## src/rtl/hash160_digest_tx.sv

```systemverilog
// Hash160 result transmitter: captures the digest on a rising edge of the core's valid level
// and streams it MSB byte first (raw bytes or lowercase ASCII hex) over valid/ready.
module hash160_digest_tx #(
  parameter int unsigned DIGEST_BYTES = 20,
  parameter bit          HEX_ASCII    = 1'b0
) (
  input  logic                      clk,
  input  logic                      rst_n,
  input  logic                      i_valid,
  input  logic [DIGEST_BYTES*8-1:0] i_answer,
  output logic [7:0]                o_data,
  output logic                      o_data_valid,
  input  logic                      i_data_ready,
  output logic                      o_last,
  output logic                      o_busy,
  output logic                      o_done
);

  localparam int unsigned W         = DIGEST_BYTES * 8;
  localparam int unsigned NBEATS    = HEX_ASCII ? 2 * DIGEST_BYTES : DIGEST_BYTES;
  localparam int unsigned SHIFT     = HEX_ASCII ? 4 : 8;
  localparam logic [5:0]  LAST_BEAT = 6'(NBEATS - 1);

  localparam logic [1:0] ST_IDLE = 2'd0;
  localparam logic [1:0] ST_SEND = 2'd1;
  localparam logic [1:0] ST_DONE = 2'd2;

  logic [1:0]   state_q, state_d;
  logic [5:0]   cnt_q, cnt_d;
  logic [W-1:0] shreg_q, shreg_d;
  logic         valid_dly_q;

  logic       start;
  logic       xfer;
  logic [3:0] nib;
  logic [7:0] hex_char;
  logic [7:0] beat;

  assign start = i_valid & ~valid_dly_q;
  assign xfer  = (state_q == ST_SEND) & i_data_ready;

  always_comb begin
    state_d = state_q;
    cnt_d   = cnt_q;
    shreg_d = shreg_q;
    case (state_q)
      ST_IDLE: begin
        if (start) begin
          shreg_d = i_answer;
          cnt_d   = '0;
          state_d = ST_SEND;
        end
      end
      ST_SEND: begin
        if (xfer) begin
          shreg_d = shreg_q << SHIFT;
          // The counter parks on the final beat instead of wrapping.
          if (cnt_q == LAST_BEAT) begin
            state_d = ST_DONE;
          end else begin
            cnt_d = cnt_q + 6'd1;
          end
        end
      end
      ST_DONE: state_d = ST_IDLE;
      default: state_d = ST_IDLE;
    endcase
  end

  always_ff @(posedge clk or negedge rst_n) begin
    if (!rst_n) begin
      state_q     <= ST_IDLE;
      cnt_q       <= '0;
      shreg_q     <= '0;
      valid_dly_q <= 1'b0;
    end else begin
      state_q     <= state_d;
      cnt_q       <= cnt_d;
      shreg_q     <= shreg_d;
      valid_dly_q <= i_valid;
    end
  end

  assign nib      = shreg_q[W-1 -: 4];
  assign hex_char = (nib < 4'd10) ? (8'h30 + {4'h0, nib}) : (8'h57 + {4'h0, nib});
  assign beat     = HEX_ASCII ? hex_char : shreg_q[W-1 -: 8];

  // Output is forced to zero outside SEND so hex mode does not show '0' (0x30) at reset.
  assign o_data       = (state_q == ST_SEND) ? beat : '0;
  assign o_data_valid = (state_q == ST_SEND);
  assign o_last       = (cnt_q == LAST_BEAT) & o_data_valid;
  assign o_busy       = (state_q != ST_IDLE);
  assign o_done       = (state_q == ST_DONE);

endmodule

```

## config.mk

```make
export PLATFORM = sky130hd
export DESIGN_NAME = hash160_digest_tx
export DESIGN_NICKNAME = d
export VERILOG_FILES = /design/src/rtl/hash160_digest_tx.sv
export SDC_FILE = /design/constraint.sdc
export NUM_CORES = 1
export LEC_CHECK = 0
export BUFFER_PORTS_ARGS = -buffer_cell sky130_fd_sc_hd__buf_2
export CELL_PAD_IN_SITES_DETAIL_PLACEMENT = 2
export CELL_PAD_IN_SITES_GLOBAL_PLACEMENT = 2
export CORE_MARGIN = 1.5
export CORE_UTILIZATION = 37
export DETAILED_ROUTE_END_ITERATION = 8
export PLACE_DENSITY = 0.95
export RECOVER_POWER = 100
export REMOVE_ABC_BUFFERS = 1
export SETUP_SLACK_MARGIN = 0.1
export SYNTH_ARGS = -nofsm -noshare
export SYNTH_HDL_FRONTEND = slang
export SYNTH_SLANG_ARGS = --single-unit
```

## constraint.sdc

```tcl
create_clock -name clk -period 3.96 [get_ports clk]
set_input_delay 0.792 -clock clk [delete_from_list [all_inputs] [get_ports clk]]
set_output_delay 0.792 -clock clk [all_outputs]
set_load 0.02 [all_outputs]
```

==> run metrics <==
Core Util, Final=0.4610; final setup fails=0; TritonCTS clock tree=built; DR vias=5993; Nets=1049; CTS Buf Count=17; Synth cell types=30; Critical R2R Launch=state_q[0]$_DFFE_PN0P_; Hold Slack=0.3252 ns; initial antenna violation count=7; critical path data required time=4.21 ns; status=finished with violations; Worst Skew=0.009994 ns; Fillers=2170; Hold Crit Class=input pin to asynchronous set/reset pin; reg2reg setup slack=0.80 ns; post-CTS sizing=0; Slowest cell on crit path=a21oi_4; die outline height=147.5 um; Port Buffers=175; # DRC=0; worst reg2reg endpoint=shreg_q[106]$_DFFE_PN0P_; clock power share=0.248; actual slew at the worst max-slew pin=1.881 ns; Placer Congestion=0.7365; CP Buf/Inv Count=2; Syn Area/Cell=10.52 um2; Ys Warns=0; dpl hpwl=14820 um; Rows=52; Min Clock Period, post-route=3.164 ns; design area=9389 um2; Syn-to-layout area delta=21.46%; Sw Share=0.3635; crit path cell chain=nand2b_1 -> inv_8 -> a21oi_4 -> clkbuf_2 -> o21ai_0; met1 GRT Util=0.2535; RSZ-0062 raised after global routing=false; critical path's top delay family=compound AO/OA/AOI/OAI gates; global-route wire length before repair=35770 um; die width=147.5 um; kind of critical path=flip-flop to flip-flop; post-synthesis sequential area ratio=0.5471; number of global-route vias before repair=6843; Post-Syn Instances=735; Clk pin slew, worst setup/hold paths=0.07 ns; Placeable Area=20360 um2; Startpoint Class=flip-flop; via/cell ratio=5.118; pre-CTS WS=0.9516 ns; Int Pwr=0.004606 W; initial DRC count=183; Critical Path Fanout Max=53; M3 GR Usage=0.05494; Slew Viols, Final=73; Yosys top cell area share=0.5471; Psw=0.002630 W; Worst Path Arrival=3.41 ns; FF+latch count, synth=169; Seq pwr share=0.415; die area=21770 um2; clk buf depth=2; layout cells sized above 1=0.2297; htree depth=4; IO Pins=176; Avg WL per Cell=18.48 um; Pre-Repair DR Iteration Count=6; total setup buffers inserted after CTS=0; overall routed net length=21640 um; dpl cell area=8806 um2; Layout Cells excl Fill=1171; dpl cells=1135; Slew HR=-0.2543; Clock Tree Root=clkbuf_16; grt met2 use=0.3675; total gr overflow=0; Leakage=5.149 nW; max-cap viol count=1; GRT busiest layer=met2; clock sink total=169; Peak Freq=0.3161 GHz; top cells by area, synth=dfrtp_1 (55%), mux2i_1 (20%), o21ai_1 (7.9%); crit end category=flip-flop; Clk Latency, worst-skew pair=0.43 ns; FF-to-FF path depth=5; Overall Global Routing Usage=0.2086; largest net degree at the start of global routing=142; failing checks=capacitance limit, slew limit; peak supply drop=0.0003221 V; area leader, netlist=dfrtp_1; power density cells=770.7 nW/um2; fin crit share=0.7989; CTS hold repair buffers=0; power share of the combinational group=0.337; final hold violation count=0; area of the mapped netlist=7730 um2; post-route ant nets=0; initial core utilization=0.3796; CP max stage delay=0.89 ns; final setup margin=0.7965 ns
## cells in the final DEF (no fill, tap or decap), drive strengths merged, types with 2 or more instances in the layout
cell type    n
nor2         4
and2         9
mux2i      153
nand2      153
a22o         8
clkbuf      34
buf        168
o21ai      156
nand3        6
and3         2
clkinv       6
a21oi        3
dfrtp      169
o31ai        2
nor2b        2
diode        4
bufinv       4
inv          7
## cell type report
type                            count  area [um2]  area share
Tap cell                          270       337.8     0.03598
Sequential cell                   169        4229      0.4504
Clock buffer                       18       429.2     0.04571
Multi-Input combinational cell    508        3217      0.3426
Clock inverter                     14       195.2     0.02079
Inverter                            4       22.52    0.002399
Timing Repair Buffer              184       948.4      0.1010
Antenna cell                        4       10.01    0.001066
## worst max path at each step
stage | start | endpoint | slack [ns] | cells past startpoint
6_report | state_q[0]$_DFFE_PN0P_ | shreg_q[106]$_DFFE_PN0P_ | 0.80 | 5
5_1_grt | state_q[1]$_DFFE_PN0P_ | shreg_q[106]$_DFFE_PN0P_ | 0.52 | 5
4_1_cts | state_q[0]$_DFFE_PN0P_ | shreg_q[17]$_DFFE_PN0P_ | 0.96 | 6
3_5_place_dp | state_q[0]$_DFFE_PN0P_ | shreg_q[100]$_DFFE_PN0P_ | 0.95 | 5
3_3_place_gp | i_valid | shreg_q[116]$_DFFE_PN0P_ | 1.13 | 5
2_1_floorplan | state_q[0]$_DFFE_PN0P_ | shreg_q[100]$_DFFE_PN0P_ | -5.43 | 4
## through the flow
step / power [W] / TNS, ns
2_1_floorplan: 0.004946 / -862.71
3_3_place_gp: 0.005335 / 0
3_5_place_dp: 0.005630 / 0
4_1_cts: 0.007498 / 0
5_1_grt: 0.007788 / 0
6_report: 0.007236 / 0
## Yosys cell counts
master	count
nand2b_1	1
a21o_1	1
o21ai_1	122
clkbuf_1	17
inv_2	1
o22ai_1	1
and2_1	9
nor2_1	4
dfrtp_1	169
a221o_1	1
buf_4	1
a21oi_1	2
o21ai_0	34
buf_6	4
and3_1	2
a31oi_1	1
a22o_1	8
mux2i_1	153
ha_1	1
or2_2	1
nand2_1	153
a21oi_2	1
nor4b_4	1
o31ai_1	2
inv_1	3
nor2b_1	2
nor3_1	1
a311oi_1	1
buf_2	32
nand3_1	6
## per-layer routing
layer | wire length (um) | vias up
li1 | - | 2842
met1 | 9135 | 2984
met2 | 11120 | 137
met3 | 1152 | 24
met4 | 206 | 6
met5 | 31 | -
## cells by family after synthesis
| family | synth area share |
|---|---|
| and+or+nand+nor | 0.09598 |
| DFF | 0.5471 |
| AOI/OAI and AO/OA | 0.1195 |
| buffers and inverters | 0.03771 |
| muxes | 0.1981 |
| adders and majority gates | 0.001618 |
## state kept, by name (all words and copies together), names as in the netlist
name and count:
valid_dly_q 1, cnt_q 6, shreg_q 160, state_q 2
## power groups by stage
stage | combinational [W] | sequential, W | clock [W]
2_1_floorplan | 0.00208 | 0.00287 | 0
3_3_place_gp | 0.00239 | 0.00294 | 0
3_5_place_dp | 0.00260 | 0.00303 | 0
4_1_cts | 0.00264 | 0.00301 | 0.00184
5_1_grt | 0.00279 | 0.00310 | 0.00190
6_report | 0.00244 | 0.00300 | 0.00179
(Power assumes the default switching activity.)
